[src/rtl/sliding_window_3x3.sv]
// sliding_window_3x3: raster pixel stream to 3x3 neighbourhood, emitting only fully-populated windows
module sliding_window_3x3 #(
   parameter int IMG_WIDTH  = 256,
   parameter int IMG_HEIGHT = 256,
   parameter int DATA_W     = 8
) (
   input  logic              clk,
   input  logic              rst,
   input  logic              in_valid,
   input  logic              in_sof,
   input  logic [DATA_W-1:0] in_pixel,
   output logic              out_valid,
   output logic [DATA_W-1:0] sw_pixels1,
   output logic [DATA_W-1:0] sw_pixels2,
   output logic [DATA_W-1:0] sw_pixels3,
   output logic [DATA_W-1:0] sw_pixels4,
   output logic [DATA_W-1:0] sw_pixels5,
   output logic [DATA_W-1:0] sw_pixels6,
   output logic [DATA_W-1:0] sw_pixels7,
   output logic [DATA_W-1:0] sw_pixels8,
   output logic [DATA_W-1:0] sw_pixels9,
   output logic              frame_done
);
   localparam int CW = $clog2(IMG_WIDTH);
   localparam int RW = $clog2(IMG_HEIGHT);
   logic [CW-1:0]     r_col, w_col, w_col_nx;
   logic [RW-1:0]     r_row, w_row, w_row_nx;
   logic              w_last_col, w_last_row;
   logic [DATA_W-1:0] r_lb0 [IMG_WIDTH];
   logic [DATA_W-1:0] r_lb1 [IMG_WIDTH];
   logic [DATA_W-1:0] r_win [9];
   always_comb begin
      w_col      = in_sof ? '0 : r_col;
      w_row      = in_sof ? '0 : r_row;
      w_last_col = w_col == CW'(IMG_WIDTH - 1);
      w_last_row = w_row == RW'(IMG_HEIGHT - 1);
      w_col_nx   = w_last_col ? '0 : w_col + 1'b1;
      w_row_nx   = !w_last_col ? w_row : w_last_row ? '0 : w_row + 1'b1;
   end
   always_ff @(posedge clk) begin
      if (rst) begin
         r_col      <= '0;
         r_row      <= '0;
         out_valid  <= 1'b0;
         frame_done <= 1'b0;
         r_win      <= '{default: '0};
      end else begin
         out_valid  <= in_valid && w_row >= RW'(2) && w_col >= CW'(2);
         frame_done <= in_valid && w_last_col && w_last_row;
         if (in_valid) begin
            r_col <= w_col_nx;
            r_row <= w_row_nx;
            r_win <= '{r_win[1], r_win[2], r_lb0[w_col],
                       r_win[4], r_win[5], r_lb1[w_col],
                       r_win[7], r_win[8], in_pixel};
         end
      end
   end
   // Line buffers are never emitted before being rewritten, so they carry no reset
   always_ff @(posedge clk) begin
      if (in_valid && !rst) begin
         r_lb0[w_col] <= r_lb1[w_col];
         r_lb1[w_col] <= in_pixel;
      end
   end
   assign sw_pixels1 = r_win[0];
   assign sw_pixels2 = r_win[1];
   assign sw_pixels3 = r_win[2];
   assign sw_pixels4 = r_win[3];
   assign sw_pixels5 = r_win[4];
   assign sw_pixels6 = r_win[5];
   assign sw_pixels7 = r_win[6];
   assign sw_pixels8 = r_win[7];
   assign sw_pixels9 = r_win[8];
endmodule

[config.mk]
export PLATFORM = sky130hd
export DESIGN_NAME = sliding_window_3x3
export DESIGN_NICKNAME = d
export VERILOG_FILES = /design/src/rtl/sliding_window_3x3.sv
export SDC_FILE = /design/constraint.sdc
export NUM_CORES = 2
export LEC_CHECK = 0
export CAP_MARGIN = 20
export CORE_MARGIN = 4
export CORE_UTILIZATION = 54
export CTS_CLUSTER_DIAMETER = 50
export DETAILED_ROUTE_END_ITERATION = 16
export PLACE_DENSITY = 0.7
export SETUP_SLACK_MARGIN = 0.1
export SYNTH_ARGS = -nofsm -noshare
export SYNTH_HDL_FRONTEND = slang
export SYNTH_SLANG_ARGS = --single-unit
[constraint.sdc]
create_clock -name clk -period 10.5 [get_ports clk]
set_input_delay 2.1 -clock clk [delete_from_list [all_inputs] [get_ports clk]]
set_output_delay 2.1 -clock clk [all_outputs]
set_load 0.02 [all_outputs]
# Word level (Yosys, flattened, before mapping)
# Memory sizes are Yosys's and may differ from the RTL's. A register that Yosys moved wholly into a read port is not among the register bits.
# Cells that the tools add are included.
dict set report word_totals {
  ram_bits 4096
  inputBits 12
  out_inout_bits 74
  n_memories 2
  regBits 82
  elab_cells 33
}
dict set report classes {
  order_cmp 2
  addsub 2
  n_reduce_logical 6
  muxes 7
  n_eq_ne 2
}
# memory words word_bits rd rd_clocked_by_memory_dff write_ports line_no
set mem_list {}
lappend mem_list {r_lb0 256 8 1 1 1 29} ;# logic [DATA_W-1:0] r_lb0 [IMG_WIDTH];
lappend mem_list {r_lb1 256 8 1 0 1 30} ;# logic [DATA_W-1:0] r_lb1 [IMG_WIDTH];
# op count
set ops {}
lappend ops {{$mux 8} 5}
lappend ops {{$add 8x1->8 const B} 2}
lappend ops {{$eq 8x8->1 const B} 2}
lappend ops {{$ge 8x2->1 const B} 2}
lappend ops {{$logic_and 1x1->1} 5}
lappend ops {{$mux 1} 2}
lappend ops {{$logic_not 1->1} 1}

# Depth between registers and ports, before layout
dict set report logic_depth {
  depth_word 4
  ltp_mapped 16
  depth_no_buf 10
}

# Worst setup path before layout
# Ideal clock, no wire load.
dict set report synth_path {
  path_kind {input -> register}
  from {in in_sof}
  to {mem r_lb0[0][3] (data pin)}
  stages 11
  required_ns 8.982
  n_path_buf 3
  setup_ns 1.518
  t_arrival_ns 7.126
  path_slack_ns 1.856
  path_cell_list {and2b_1 -> inv_2 -> buf_2 -> buf_2 -> buf_2 -> mux2i_1 -> o22ai_1 -> a31oi_1 -> a21oi_1 -> a2111oi_0 -> nand3_1}
}
dict set report synth_via {
  elab_chain_len 2
}
# element line_no
set synth_lines {}
lappend synth_lines {{from (decl)} 10} ;# input logic in_sof,
lappend synth_lines {{$mux 8} 33} ;# w_col = in_sof ? '0 : r_col;
lappend synth_lines {{$mem_v2 256x8} -}
lappend synth_lines {{to (decl)} 29}
# No other way between the ends.

# Worst setup path after layout
dict set report layout_path {
  from {in in_sof}
  to {mem r_lb0[121][2] (data pin)}
}
# Same word-level chain as after synthesis.

==> results by group <==
Layout
  – Share of layout cells above drive strength 1: 12.1%
  – Most frequent cells in the layout: 4096 x edfxtp_1, 1651 x nand2_1, 601 x mux2i_1
  – Top flop regs: r_lb0: 2048 flops, r_lb1: 2048 flops
  – Area of the multi-input gates: 36200 µm²
  – Register area: 125000 µm²
  – Final #Nets: 11173
  – Non-Filler Instances: 15528
  – Area grow syn2layout: 12.9%
  – Fillers: 21489
  – Fin util: 61.3%
  – Most common cell after layout, fill and taps aside: edfxtp_1
  – Post-route design area: 186000 µm²

Status
  – Run status: complete, but fails checks
  – Failing checks: slew limit

CTS
  – Clock Tree Root: clkbuf_16
  – CTS resizes: 0
  – H-tree depth: 5
  – Setup Buffers After CTS: 0
  – Clock sink total: 4186
  – Clk_lat worst skew: 1.02 ns
  – Clock Pin Slew Worst Setup and Hold Paths: 0.06 ns
  – Num CTS Buffers: 432
  – Max Root-Sink Buffers: 4
  – TritonCTS clock tree: yes
  – Hold_buf cts: 0

Power
  – Peak supply drop: 0.170 mV
  – Pwr Density: 188 nW/µm²
  – Leakage: 0.0601 µW

Critical path
  – Crit Path Class: in -> reg
  – Crit path DAT: 9.27 ns
  – CP required: 10.79 ns
  – Worst-path cell chain: buf_4, and2b_4, inv_8, buf_12, mux2i_1, a211oi_1, o41ai_1, o221ai_1, a22o_1, nor4_1, nand2_4, buf_12
  – FF-to-FF Start: r_col[0]
  – Crit-path max FO: 168
  – FF-to-FF End: r_lb0[121][2]
  – CP Launch Type: input port
  – Critical-path top delay cell: nor4_1
  – CP max stage delay: 0.97 ns
  – Register-to-Register Path Depth: 11
  – Worst path most repeated cell: buf_12
  – Reg2reg setup slack: 2.30 ns
  – CP Capture Type: flip-flop

Placed design
  – GPL Wtd Cong: 0.932
  – PortBufs: 85
  – Final HPWL DP: 296 mm
  – # placed instances: 14687
  – Dpl cell area: 171000 µm²

Global route
  – Vias in the first global route: 100309
  – First-pass GRT wire length: 740 mm
  – All-layer global routing usage: 32.7%
  – Largest net degree at the start of global routing: 186
  – Initial antenna violation count: 48
  – Overflow after GRT: 0

Logic synthesis
  – Top FF cell, synth: edfxtp_1
  – Post-synthesis cell type count: 83
  – Cell Area, Synth: 164000 µm²
  – EDFF count, synth: 4096
  – Post-synth top area share: 74.8%
  – Synthesized instance count: 10900
  – Area leader, netlist: edfxtp_1
  – Register area share after synthesis: 75.9%
  – Asr flop ratio synth: 0%
  – Synth warn: 0
  – Synthesis-stage register bit count: 4186
  – Syn nets: 10918
  – Syn Area/Cell: 15.1 µm²
  – Synth area leaders: edfxtp_1 75%, nand2_1 3.8%, mux2i_1 3.7%

Min path
  – Hold path depth: 2
  – HP Start: r_row[0]
  – Min-Delay Endpoint: r_row[0]
  – Hold WC Path Type: reg -> reg

Floorplan
  – Die W: 560 µm
  – Die area: 313000 µm²
  – Row count: 202
  – I/O Pins: 86
  – Die height: 560 µm
  – Initial core utilization: 54.2%
  – Core area: 303000 µm²

Timing
  – Final Cycle Share: 85.5%
  – Worst slew pin tran: 1.61 ns
  – FMAX: 111 MHz
  – Final min period: 8.98 ns
  – Hold Violations, Final: 0
  – Pins Over Slew Limit: 97
  – Slew headroom: -7.58%
  – Setup TNS: 0 ns
  – Setup violators final: 0
  – Post-Route Skew: 0.103 ns
  – Unrepaired setup endpoints after global routing: no

Run
  – Max-Cap Viols: 0

Routing
  – Via count: 106401
  – Routed vias/inst: 6.85
  – DR WL/cell: 34.0 µm
  – First DRT Iteration DRCs: 18463
  – 1st-pass router iterations: 6
  – Final ANT Viol Nets: 0
  – Drt total wl: 528 mm
  – DR DRC count: 0
==> how the worst max path moves through the flow <==
| stage | start | endpoint | slack [ns] | depth (start not counted) |
|---|---|---|---|---|
| after CTS | in_sof | r_lb0[95][2] | 2.21 | 13 |
| after global routing | in_sof | r_lb0[121][2] | 1.84 | 12 |
| after floorplan | in_sof | r_lb0[0][3] | 1.86 | 11 |
| final | in_sof | r_lb0[121][2] | 1.52 | 12 |
| after detailed placement | in_sof | r_lb0[121][2] | 1.21 | 13 |
| after global placement | in_sof | r_lb0[121][2] | 1.38 | 13 |
==> routing by layer <==
layer	GRT usage, %	up-vias	share of wire, %
li1	-	42953	-
met1	43.1	52772	34
met4	18.6	30	6.9
met2	47.6	8838	43
met5	0	-	0.038
met3	10.9	1808	15
==> worst max-delay path: cells and delay by family <==
| family | cells | cell delay [ns] |
|---|---|---|
| AO/OA/AOI/OAI | 4 | 1.64 |
| AND/OR/NAND/NOR | 3 | 2.19 |
| multiplexers | 1 | 0.29 |
| buffers and inverters | 4 | 2.12 |
==> power breakdown <==
| part | internal (µW) | switching, µW |
|---|---|---|
| registers | 18400 | 31.8 |
| logic | 331 | 1050 |
| clock network | 8580 | 6540 |
| total | 27300 | 7620 |
==> kinds of logic (layout without fill, tap and decap cells) <==
logic type      after synthesis  in the layout  share of synthesized area, %
mux                         729            729                          4.60
other cells                   0             28                             0
simple gates               2963           2963                          7.89
xor+xnor                      1              1                       0.00533
fa+ha+maj                     6              6                        0.0457
buf+inv                     808           1430                          2.30
flops                      4186           4186                          75.9
compound gates             2207           2207                          9.25
==> metrics by stage <==
stage	setup slack (ns)	hold WS [ns]	power, µW
floorplan	1.86	0.432	19600
global placement	1.38	0.443	20100
detailed placement	1.21	0.453	20200
CTS	2.21	0.461	35000
global route	1.84	0.495	35800
finish	1.52	0.462	35000
==> area by class of cell <==
type,count,area share (%)
flip-flops and latches,4186,67.2
multi-input cells,5906,19.5
clock buffers,520,6.03
repair buffers,621,2.96
well taps,3978,2.68
clock inverters,281,1.55
diodes,28,0.0377
inverters,8,0.0243
==> synth_stat cells (12+ instances only) <==
master	count
buf_2	479
a22oi_1	45
nor2_1	448
a221o_1	26
mux2i_1	601
dfxtp_1	90
edfxtp_1	4096
buf_1	87
o22ai_1	261
nor4_1	86
a311oi_1	270
o31ai_1	12
clkbuf_1	197
nor2b_1	348
mux2_2	119
buf_4	34
a221oi_1	132
a32oi_1	14
o221ai_1	19
a31oi_1	306
a2bb2oi_1	19
and3_1	55
nand3_1	299
a21oi_1	355
nand2_1	1659
o21ai_0	200
a211oi_1	459
nor3_1	13
(Power assumes the default switching activity.)
